File: src/rtl/mem_port_arbiter_if.sv
// Bus bundle between the memory port arbiter, its two requesters
// (instruction fetch and the load/store unit) and the shared memory.
//
// Modports:
//   slave  - the arbiter's view: takes requests and memory responses,
//            drives completions, load results and the memory request.
//   master - the environment's view: fetch/LSU requesters plus memory.
//
// Signal groups:
//   if_*   fetch request/completion
//   d_*    load/store request/completion, error pulse and stall
//   mem_*  single-ported memory request/grant/response
interface mem_port_arbiter_if;
    logic        if_req;
    logic [31:0] if_addr;
    logic        if_done;
    logic [31:0] if_rdata;

    logic        d_req;
    logic [3:0]  d_minst;
    logic [31:0] d_addr;
    logic [31:0] d_wdata;
    logic        d_done;
    logic [31:0] d_rdata;
    logic        d_err;
    logic        d_busy;

    logic        mem_req;
    logic        mem_we;
    logic [31:0] mem_addr;
    logic [3:0]  mem_be;
    logic [31:0] mem_wdata;
    logic        mem_gnt;
    logic        mem_rvalid;
    logic [31:0] mem_rdata;

    modport slave (
        input  if_req, if_addr, d_req, d_minst, d_addr, d_wdata,
               mem_gnt, mem_rvalid, mem_rdata,
        output if_done, if_rdata, d_done, d_rdata, d_err, d_busy,
               mem_req, mem_we, mem_addr, mem_be, mem_wdata
    );

    modport master (
        output if_req, if_addr, d_req, d_minst, d_addr, d_wdata,
               mem_gnt, mem_rvalid, mem_rdata,
        input  if_done, if_rdata, d_done, d_rdata, d_err, d_busy,
               mem_req, mem_we, mem_addr, mem_be, mem_wdata
    );
endinterface

File: src/rtl/mem_port_arbiter.sv
// Shares one single-ported memory between instruction fetch and the
// load/store path. One transaction is outstanding at a time; data wins
// arbitration until it has taken MAX_D_RUN grants in a row while fetch
// waits, then fetch is forced through. Store data/byte enables are lane
// aligned on the way out, load data is shifted and extended on the way in.
//
// Ports:
//   clk    clock
//   reset  synchronous, active-high reset
//   bus    mem_port_arbiter_if.slave (fetch, load/store and memory buses)
//
// state | meaning
// IDLE  | arbitrating; d_err pulses here for a bad data request
// REQ_F | fetch request presented, waiting for mem_gnt
// REQ_D | data request presented, waiting for mem_gnt
// RSP_F | fetch accepted, waiting for mem_rvalid
// RSP_D | data accepted, waiting for mem_rvalid (read data or write ack)
module mem_port_arbiter #(
    parameter int unsigned MAX_D_RUN = 4
) (
    input logic          clk,
    input logic          reset,
    mem_port_arbiter_if.slave bus
);

    typedef enum logic [2:0] {IDLE, REQ_F, REQ_D, RSP_F, RSP_D} state_t;

    localparam logic [3:0] RUN_MAX = 4'(MAX_D_RUN);

    state_t      state, state_nxt;
    logic [3:0]  run_cnt;

    logic [31:0] mem_addr_q;
    logic [3:0]  mem_be_q;
    logic [31:0] mem_wdata_q;
    logic        mem_we_q;
    logic [1:0]  d_lo_q;
    logic [2:0]  d_f3_q;

    logic        d_store;
    logic [2:0]  d_f3;
    logic        f3_ok;
    logic        misaligned;
    logic        d_bad;
    logic        d_win;
    logic        grant_d;
    logic        grant_f;
    logic        d_err_c;
    logic        if_done_c;
    logic        d_done_c;
    logic        mem_req_c;
    logic [3:0]  st_be;
    logic [31:0] st_wdata;
    logic [31:0] ld_shift;
    logic [31:0] ld_result;
    logic        unused_addr_bits;

    assign d_store = bus.d_minst[3];
    assign d_f3    = bus.d_minst[2:0];

    // Word addresses only; the fetch low bits never reach memory.
    assign unused_addr_bits = ^bus.if_addr[1:0];

    always_comb begin
        f3_ok      = 1'b0;
        misaligned = 1'b0;
        if (d_store) begin
            f3_ok = (d_f3 == 3'b000) || (d_f3 == 3'b001) || (d_f3 == 3'b010);
        end else begin
            f3_ok = (d_f3 == 3'b000) || (d_f3 == 3'b001) || (d_f3 == 3'b010) ||
                    (d_f3 == 3'b100) || (d_f3 == 3'b101);
        end
        // funct3[1:0] selects access size for both loads and stores.
        if (d_f3[1:0] == 2'b01 && bus.d_addr[0]) begin
            misaligned = 1'b1;
        end
        if (d_f3[1:0] == 2'b10 && bus.d_addr[1:0] != 2'b00) begin
            misaligned = 1'b1;
        end
        d_bad = !f3_ok || misaligned;
    end

    always_comb begin
        st_be    = 4'b1111;
        st_wdata = bus.d_wdata;
        case (d_f3[1:0])
            2'b00: begin
                st_be    = 4'b0001 << bus.d_addr[1:0];
                st_wdata = {4{bus.d_wdata[7:0]}};
            end
            2'b01: begin
                st_be    = bus.d_addr[1] ? 4'b1100 : 4'b0011;
                st_wdata = {2{bus.d_wdata[15:0]}};
            end
            default: begin
                st_be    = 4'b1111;
                st_wdata = bus.d_wdata;
            end
        endcase
    end

    always_ff @(posedge clk) begin
        if (reset) begin
            state <= IDLE;
        end else begin
            state <= state_nxt;
        end
    end

    always_comb begin
        state_nxt = state;
        d_win     = 1'b0;
        grant_d   = 1'b0;
        grant_f   = 1'b0;
        d_err_c   = 1'b0;
        if_done_c = 1'b0;
        d_done_c  = 1'b0;
        mem_req_c = 1'b0;
        case (state)
            IDLE: begin
                d_win = bus.d_req && (!bus.if_req || run_cnt < RUN_MAX);
                if (d_win) begin
                    if (d_bad) begin
                        d_err_c = 1'b1;
                    end else begin
                        grant_d   = 1'b1;
                        state_nxt = REQ_D;
                    end
                end else if (bus.if_req) begin
                    grant_f   = 1'b1;
                    state_nxt = REQ_F;
                end
            end
            REQ_F: begin
                mem_req_c = 1'b1;
                if (bus.mem_gnt) begin
                    state_nxt = RSP_F;
                end
            end
            REQ_D: begin
                mem_req_c = 1'b1;
                if (bus.mem_gnt) begin
                    state_nxt = RSP_D;
                end
            end
            RSP_F: begin
                if (bus.mem_rvalid) begin
                    if_done_c = 1'b1;
                    state_nxt = IDLE;
                end
            end
            RSP_D: begin
                if (bus.mem_rvalid) begin
                    d_done_c  = 1'b1;
                    state_nxt = IDLE;
                end
            end
            default: begin
                state_nxt = IDLE;
            end
        endcase
        // While reset is held the old state must not leak any pulse.
        if (reset) begin
            d_err_c   = 1'b0;
            if_done_c = 1'b0;
            d_done_c  = 1'b0;
            grant_d   = 1'b0;
            grant_f   = 1'b0;
        end
    end

    always_ff @(posedge clk) begin
        if (reset) begin
            mem_addr_q  <= '0;
            mem_be_q    <= '0;
            mem_wdata_q <= '0;
            mem_we_q    <= 1'b0;
            d_lo_q      <= '0;
            d_f3_q      <= '0;
        end else if (grant_f) begin
            mem_addr_q  <= {bus.if_addr[31:2], 2'b00};
            mem_be_q    <= 4'b1111;
            mem_wdata_q <= '0;
            mem_we_q    <= 1'b0;
        end else if (grant_d) begin
            mem_addr_q  <= {bus.d_addr[31:2], 2'b00};
            mem_be_q    <= d_store ? st_be : 4'b1111;
            mem_wdata_q <= d_store ? st_wdata : 32'h0;
            mem_we_q    <= d_store;
            d_lo_q      <= bus.d_addr[1:0];
            d_f3_q      <= d_f3;
        end
    end

    // Counts data grants taken while fetch is waiting.
    always_ff @(posedge clk) begin
        if (reset) begin
            run_cnt <= '0;
        end else if (grant_f) begin
            run_cnt <= '0;
        end else if (grant_d) begin
            if (!bus.if_req) begin
                run_cnt <= '0;
            end else if (run_cnt != RUN_MAX) begin
                run_cnt <= run_cnt + 4'd1;
            end
        end
    end

    always_comb begin
        ld_shift  = bus.mem_rdata >> {d_lo_q, 3'b000};
        ld_result = ld_shift;
        case (d_f3_q)
            3'b000:  ld_result = {{24{ld_shift[7]}}, ld_shift[7:0]};
            3'b001:  ld_result = {{16{ld_shift[15]}}, ld_shift[15:0]};
            3'b100:  ld_result = {24'h0, ld_shift[7:0]};
            3'b101:  ld_result = {16'h0, ld_shift[15:0]};
            default: ld_result = ld_shift;
        endcase
    end

    assign bus.mem_req   = mem_req_c;
    assign bus.mem_we    = mem_we_q;
    assign bus.mem_addr  = mem_addr_q;
    assign bus.mem_be    = mem_be_q;
    assign bus.mem_wdata = mem_wdata_q;
    assign bus.if_done   = if_done_c;
    assign bus.if_rdata  = bus.mem_rdata;
    assign bus.d_done    = d_done_c;
    assign bus.d_rdata   = ld_result;
    assign bus.d_err     = d_err_c;
    assign bus.d_busy    = bus.d_req && !d_done_c && !d_err_c;

endmodule

File: src/flat_wrapper.sv
// flat-port wrapper written by rule: the top's interface ports become plain ports
module mem_port_arbiter_flat 
#(
    parameter int unsigned MAX_D_RUN = 4
)
  (clk, reset, bus_if_req, bus_if_addr, bus_d_req, bus_d_minst, bus_d_addr, bus_d_wdata, bus_mem_gnt, bus_mem_rvalid, bus_mem_rdata, bus_if_done, bus_if_rdata, bus_d_done, bus_d_rdata, bus_d_err, bus_d_busy, bus_mem_req, bus_mem_we, bus_mem_addr, bus_mem_be, bus_mem_wdata);
  mem_port_arbiter_if bus_i ();
  input logic clk;
  input logic reset;
  input wire logic [$bits(bus_i.if_req)-1:0] bus_if_req;
  input wire logic [$bits(bus_i.if_addr)-1:0] bus_if_addr;
  input wire logic [$bits(bus_i.d_req)-1:0] bus_d_req;
  input wire logic [$bits(bus_i.d_minst)-1:0] bus_d_minst;
  input wire logic [$bits(bus_i.d_addr)-1:0] bus_d_addr;
  input wire logic [$bits(bus_i.d_wdata)-1:0] bus_d_wdata;
  input wire logic [$bits(bus_i.mem_gnt)-1:0] bus_mem_gnt;
  input wire logic [$bits(bus_i.mem_rvalid)-1:0] bus_mem_rvalid;
  input wire logic [$bits(bus_i.mem_rdata)-1:0] bus_mem_rdata;
  output wire logic [$bits(bus_i.if_done)-1:0] bus_if_done;
  output wire logic [$bits(bus_i.if_rdata)-1:0] bus_if_rdata;
  output wire logic [$bits(bus_i.d_done)-1:0] bus_d_done;
  output wire logic [$bits(bus_i.d_rdata)-1:0] bus_d_rdata;
  output wire logic [$bits(bus_i.d_err)-1:0] bus_d_err;
  output wire logic [$bits(bus_i.d_busy)-1:0] bus_d_busy;
  output wire logic [$bits(bus_i.mem_req)-1:0] bus_mem_req;
  output wire logic [$bits(bus_i.mem_we)-1:0] bus_mem_we;
  output wire logic [$bits(bus_i.mem_addr)-1:0] bus_mem_addr;
  output wire logic [$bits(bus_i.mem_be)-1:0] bus_mem_be;
  output wire logic [$bits(bus_i.mem_wdata)-1:0] bus_mem_wdata;
  assign bus_i.if_req = bus_if_req;
  assign bus_i.if_addr = bus_if_addr;
  assign bus_i.d_req = bus_d_req;
  assign bus_i.d_minst = bus_d_minst;
  assign bus_i.d_addr = bus_d_addr;
  assign bus_i.d_wdata = bus_d_wdata;
  assign bus_i.mem_gnt = bus_mem_gnt;
  assign bus_i.mem_rvalid = bus_mem_rvalid;
  assign bus_i.mem_rdata = bus_mem_rdata;
  assign bus_if_done = bus_i.if_done;
  assign bus_if_rdata = bus_i.if_rdata;
  assign bus_d_done = bus_i.d_done;
  assign bus_d_rdata = bus_i.d_rdata;
  assign bus_d_err = bus_i.d_err;
  assign bus_d_busy = bus_i.d_busy;
  assign bus_mem_req = bus_i.mem_req;
  assign bus_mem_we = bus_i.mem_we;
  assign bus_mem_addr = bus_i.mem_addr;
  assign bus_mem_be = bus_i.mem_be;
  assign bus_mem_wdata = bus_i.mem_wdata;
  mem_port_arbiter #(.MAX_D_RUN(MAX_D_RUN)) u_core (.clk(clk), .reset(reset), .bus(bus_i));
endmodule
File: config.mk
export PLATFORM = sky130hd
export DESIGN_NAME = mem_port_arbiter_flat
export DESIGN_NICKNAME = d
export VERILOG_FILES = /design/src/rtl/mem_port_arbiter_if.sv /design/src/rtl/mem_port_arbiter.sv /design/src/flat_wrapper.sv
export SDC_FILE = /design/constraint.sdc
export NUM_CORES = 1
export LEC_CHECK = 0
export ABC_AREA = 1
export ABC_CLOCK_PERIOD_IN_PS = 1900
export CAP_MARGIN = 10
export CORE_MARGIN = 1
export CORE_UTILIZATION = 40
export CTS_CLUSTER_SIZE = 14
export DETAILED_ROUTE_END_ITERATION = 6
export DONT_BUFFER_PORTS = 1
export GPL_TIMING_DRIVEN = 1
export HOLD_SLACK_MARGIN = 0.08
export SYNTH_ARGS = -nofsm -noshare
export SYNTH_HDL_FRONTEND = slang
export SYNTH_SLANG_ARGS = --single-unit
File: constraint.sdc
create_clock -name clk -period 1.9 [get_ports clk]
set_input_delay 0.19 -clock clk [delete_from_list [all_inputs] [get_ports clk]]
set_output_delay 0.19 -clock clk [all_outputs]
set_load 0.03 [all_outputs]
==> results.yml <==
flow_run:
  maxCapViolCount: 0
global_routing:
  grt_pass1_vias: 4942
  grt_pass1_wl_um: 24400
  globalRouteTotalUtil_pct: 23.9
  grt_max_degree: 62
  grt_overflow: 0
  antenna_found_initial: 0
clock_network:
  numCtsBuffers: 9
  cts_num_sinks: 79
  tritoncts: "yes"
  clk_pin_slew_ps: 60
  cts.path.max_buffers: 2
  cts_root_buf: "clkbuf_16"
  htree_levels: 3
  clock_latency_ps: 340
routing:
  drt_pass1_iterations: 5
  via_per_inst: 5.36
  wirelength_um: 15900
  avgRoutedWirePerCell_um: 16.1
  drtIter0Drc: 254
  drc: 0
  via_count: 5299
  postRouteAntennaNets: 0
setup_path:
  cp.arrival_ps: 1790
  critPathKind: "reg2out"
  cp-end-kind: "output pin"
  ff2ff_path_depth: 8
  cp.required_ps: 1710
  setup.worst_path.start_class: "register"
  critPathMaxFanout: 8
  rrSetupSlack_ps: 140
run_status:
  outcome: "finished with violations"
  violations: "negative setup slack"
sta:
  hold_slack_ps: 96.7
  fmax_mhz: 506
  fin_worst_skew_ps: 6.52
  worst_slack_ps: -75.3
  final.setup.tns_ps: -807
  rsz0062_at_grt: "true"
  setup_viol: 16
  drv_slew: 0
  worstMarginPinSlew_ps: 1090
  finalCritPeriodShare_pct: 104
  finalHoldViolCount: 0
  fin_crit_ps: 1980
  worst_slew_margin_rel_pct: 27.3
pwr:
  power_density_nw_per_um2: 1130
  vdd_drop_max_v: 0.000668
  power_mw: 6.69
  p_leak_nw: 2.53
floorplanning:
  rows: 40
  start_util_pct: 41.4
  die_x_um: 114
  ios: 276
  core-area_um2: 12100
  dieArea_um2: 13000
  fp.dieH_um: 114
logic_synthesis:
  synth-xor-area-share_pct: 0.174
  yosys-mux-area-fraction_pct: 0
  ys_types: 33
  syn-cell-area_um2: 5020
  synth_seq_cells: 79
  synth_simple_gate_area_share_pct: 34.5
  avgSynthCellArea_um2: 6.26
  synth_flop_cell: "dfxtp_1"
  ys_warn_count: 0
  synth_top_family_by_area: "simple AND/OR/NAND/NOR gates"
  synth_edf_count: 0
  syn_inst: 802
  synth_adder_area_share_pct: 0.499
  ys_seq_area_share_pct: 31.5
  synthArstFlopShare_pct: 0
  synth_compound_area_share_pct: 17.7
final_layout:
  syn2layout_area_growth_pct: 18.3
  drive_gt1_share_pct: 13.9
  layout_common_cells: "nand2_1 (248), a21oi_1 (89), dfxtp_1 (77), nor2_1 (52), inv_1 (51)"
  nets: 955
  diodes: 0
  final_common_cell: "nand2_1"
placement:
  place_hpwl_um: 11400
  portBuffers: 0
  place_ws_ps: 126
  gp_congestion: 0.849
hold_path:
  whs_path_depth: 4
  hp-class: "in2reg"
==> metrics by stage <==
stage / utilization [%] / instance area [um2] / cells
after global placement: 42.6 / 5160 / 935
final: 49.0 / 5940 / 988
after detailed placement: 42.6 / 5160 / 935
after CTS: 48.3 / 5850 / 984
after global routing: 49.0 / 5940 / 988
after floorplan: - / 5020 / 803
==> critical path: stages, from the launching register on <==
cell and delay, ps:
dfxtp_4 390, inv_4 60, o21ai_2 120, o21a_1 180, nand3_2 100, nand2_4 110, clkinvlp_4 180, o21ai_1 130
buf_4 170
==> report_power, final <==
group | total, mW | internal, mW | switching [mW]
Sequential | 2.16 | 1.81 | 0.350
Clock | 1.87 | 1.16 | 0.709
Combinational | 2.66 | 0.943 | 1.72
Total | 6.69 | 3.91 | 2.78
==> kinds of logic after synthesis <==
logic type,count (synthesis)
compound gates,165
other cells,1
flops,79
fa+ha+maj,2
buf+inv,148
simple gates,406
xor+xnor,1
==> repair_timing <==
item	4_1_cts	5_1_grt
pin swaps	1	6
hold buffers	30	0
resized for setup	17	25
endpoints found under the hold margin	45	0
setup buffers	2	3
endpoints found under the setup margin	26	25
cloned	1	1
==> Yosys cell counts, drive strengths merged, types with 4 or more instances <==
library cell / number / area share (%)
o221ai: 4 / 0.70
buf: 63 / 9.1
dfxtp: 79 / 32
nand2: 257 / 20
a21oi: 92 / 9.3
o21ai: 53 / 5.3
inv: 57 / 4.3
nand3: 52 / 5.5
clkbuf: 26 / 1.9
a22oi: 4 / 0.60
a211oi: 5 / 0.75
o211ai: 6 / 0.90
nand4: 31 / 3.9
nor2: 60 / 4.9
==> layout make-up <==
type | count | area, um2
clock inverter | 6 | 91.3
sequential | 79 | 1590
timing repair inverter | 2 | 13.8
clock buffer | 10 | 229
multi-input combinational | 576 | 2740
tap | 168 | 210
inverter | 59 | 236
fill | 1280 | 6170
timing repair buffer | 88 | 835
==> flip-flops by register name, summed over array words and instances, names as in the netlist <==
name	cells
u_core.bus.mem_wdata	32
u_core.bus.mem_addr	30
u_core.bus.mem_be	4
u_core.run_cnt	4
u_core.d_f3_q	3
u_core.state	3
u_core.d_lo_q	2
u_core.bus.mem_we	1
==> final timing paths <==
kind	from	end
max reg2reg	u_core.state[1]$_SDFFE_PP0P_	u_core.bus.mem_addr[26]$_SDFFE_PP0P_
min	bus_d_addr[18]	u_core.bus.mem_addr[18]$_SDFFE_PP0P_
max	u_core.d_lo_q[0]$_SDFFE_PP0P_	bus_d_rdata[17]
min reg2reg	u_core.run_cnt[3]$_SDFFE_PP0P_	u_core.run_cnt[3]$_SDFFE_PP0P_
==> routing by layer <==
| metal | up-vias | routed length [um] | global-route usage (%) |
|---|---|---|---|
| li1 | 2618 | - | - |
| met1 | 2418 | 6140 | 26.1 |
| met2 | 239 | 8070 | 42.3 |
| met3 | 24 | 1370 | 7.81 |
| met4 | 0 | 344 | 10.2 |
| met5 | - | 0 | 0 |
No activity file was read; power rests on OpenSTA's default activity.
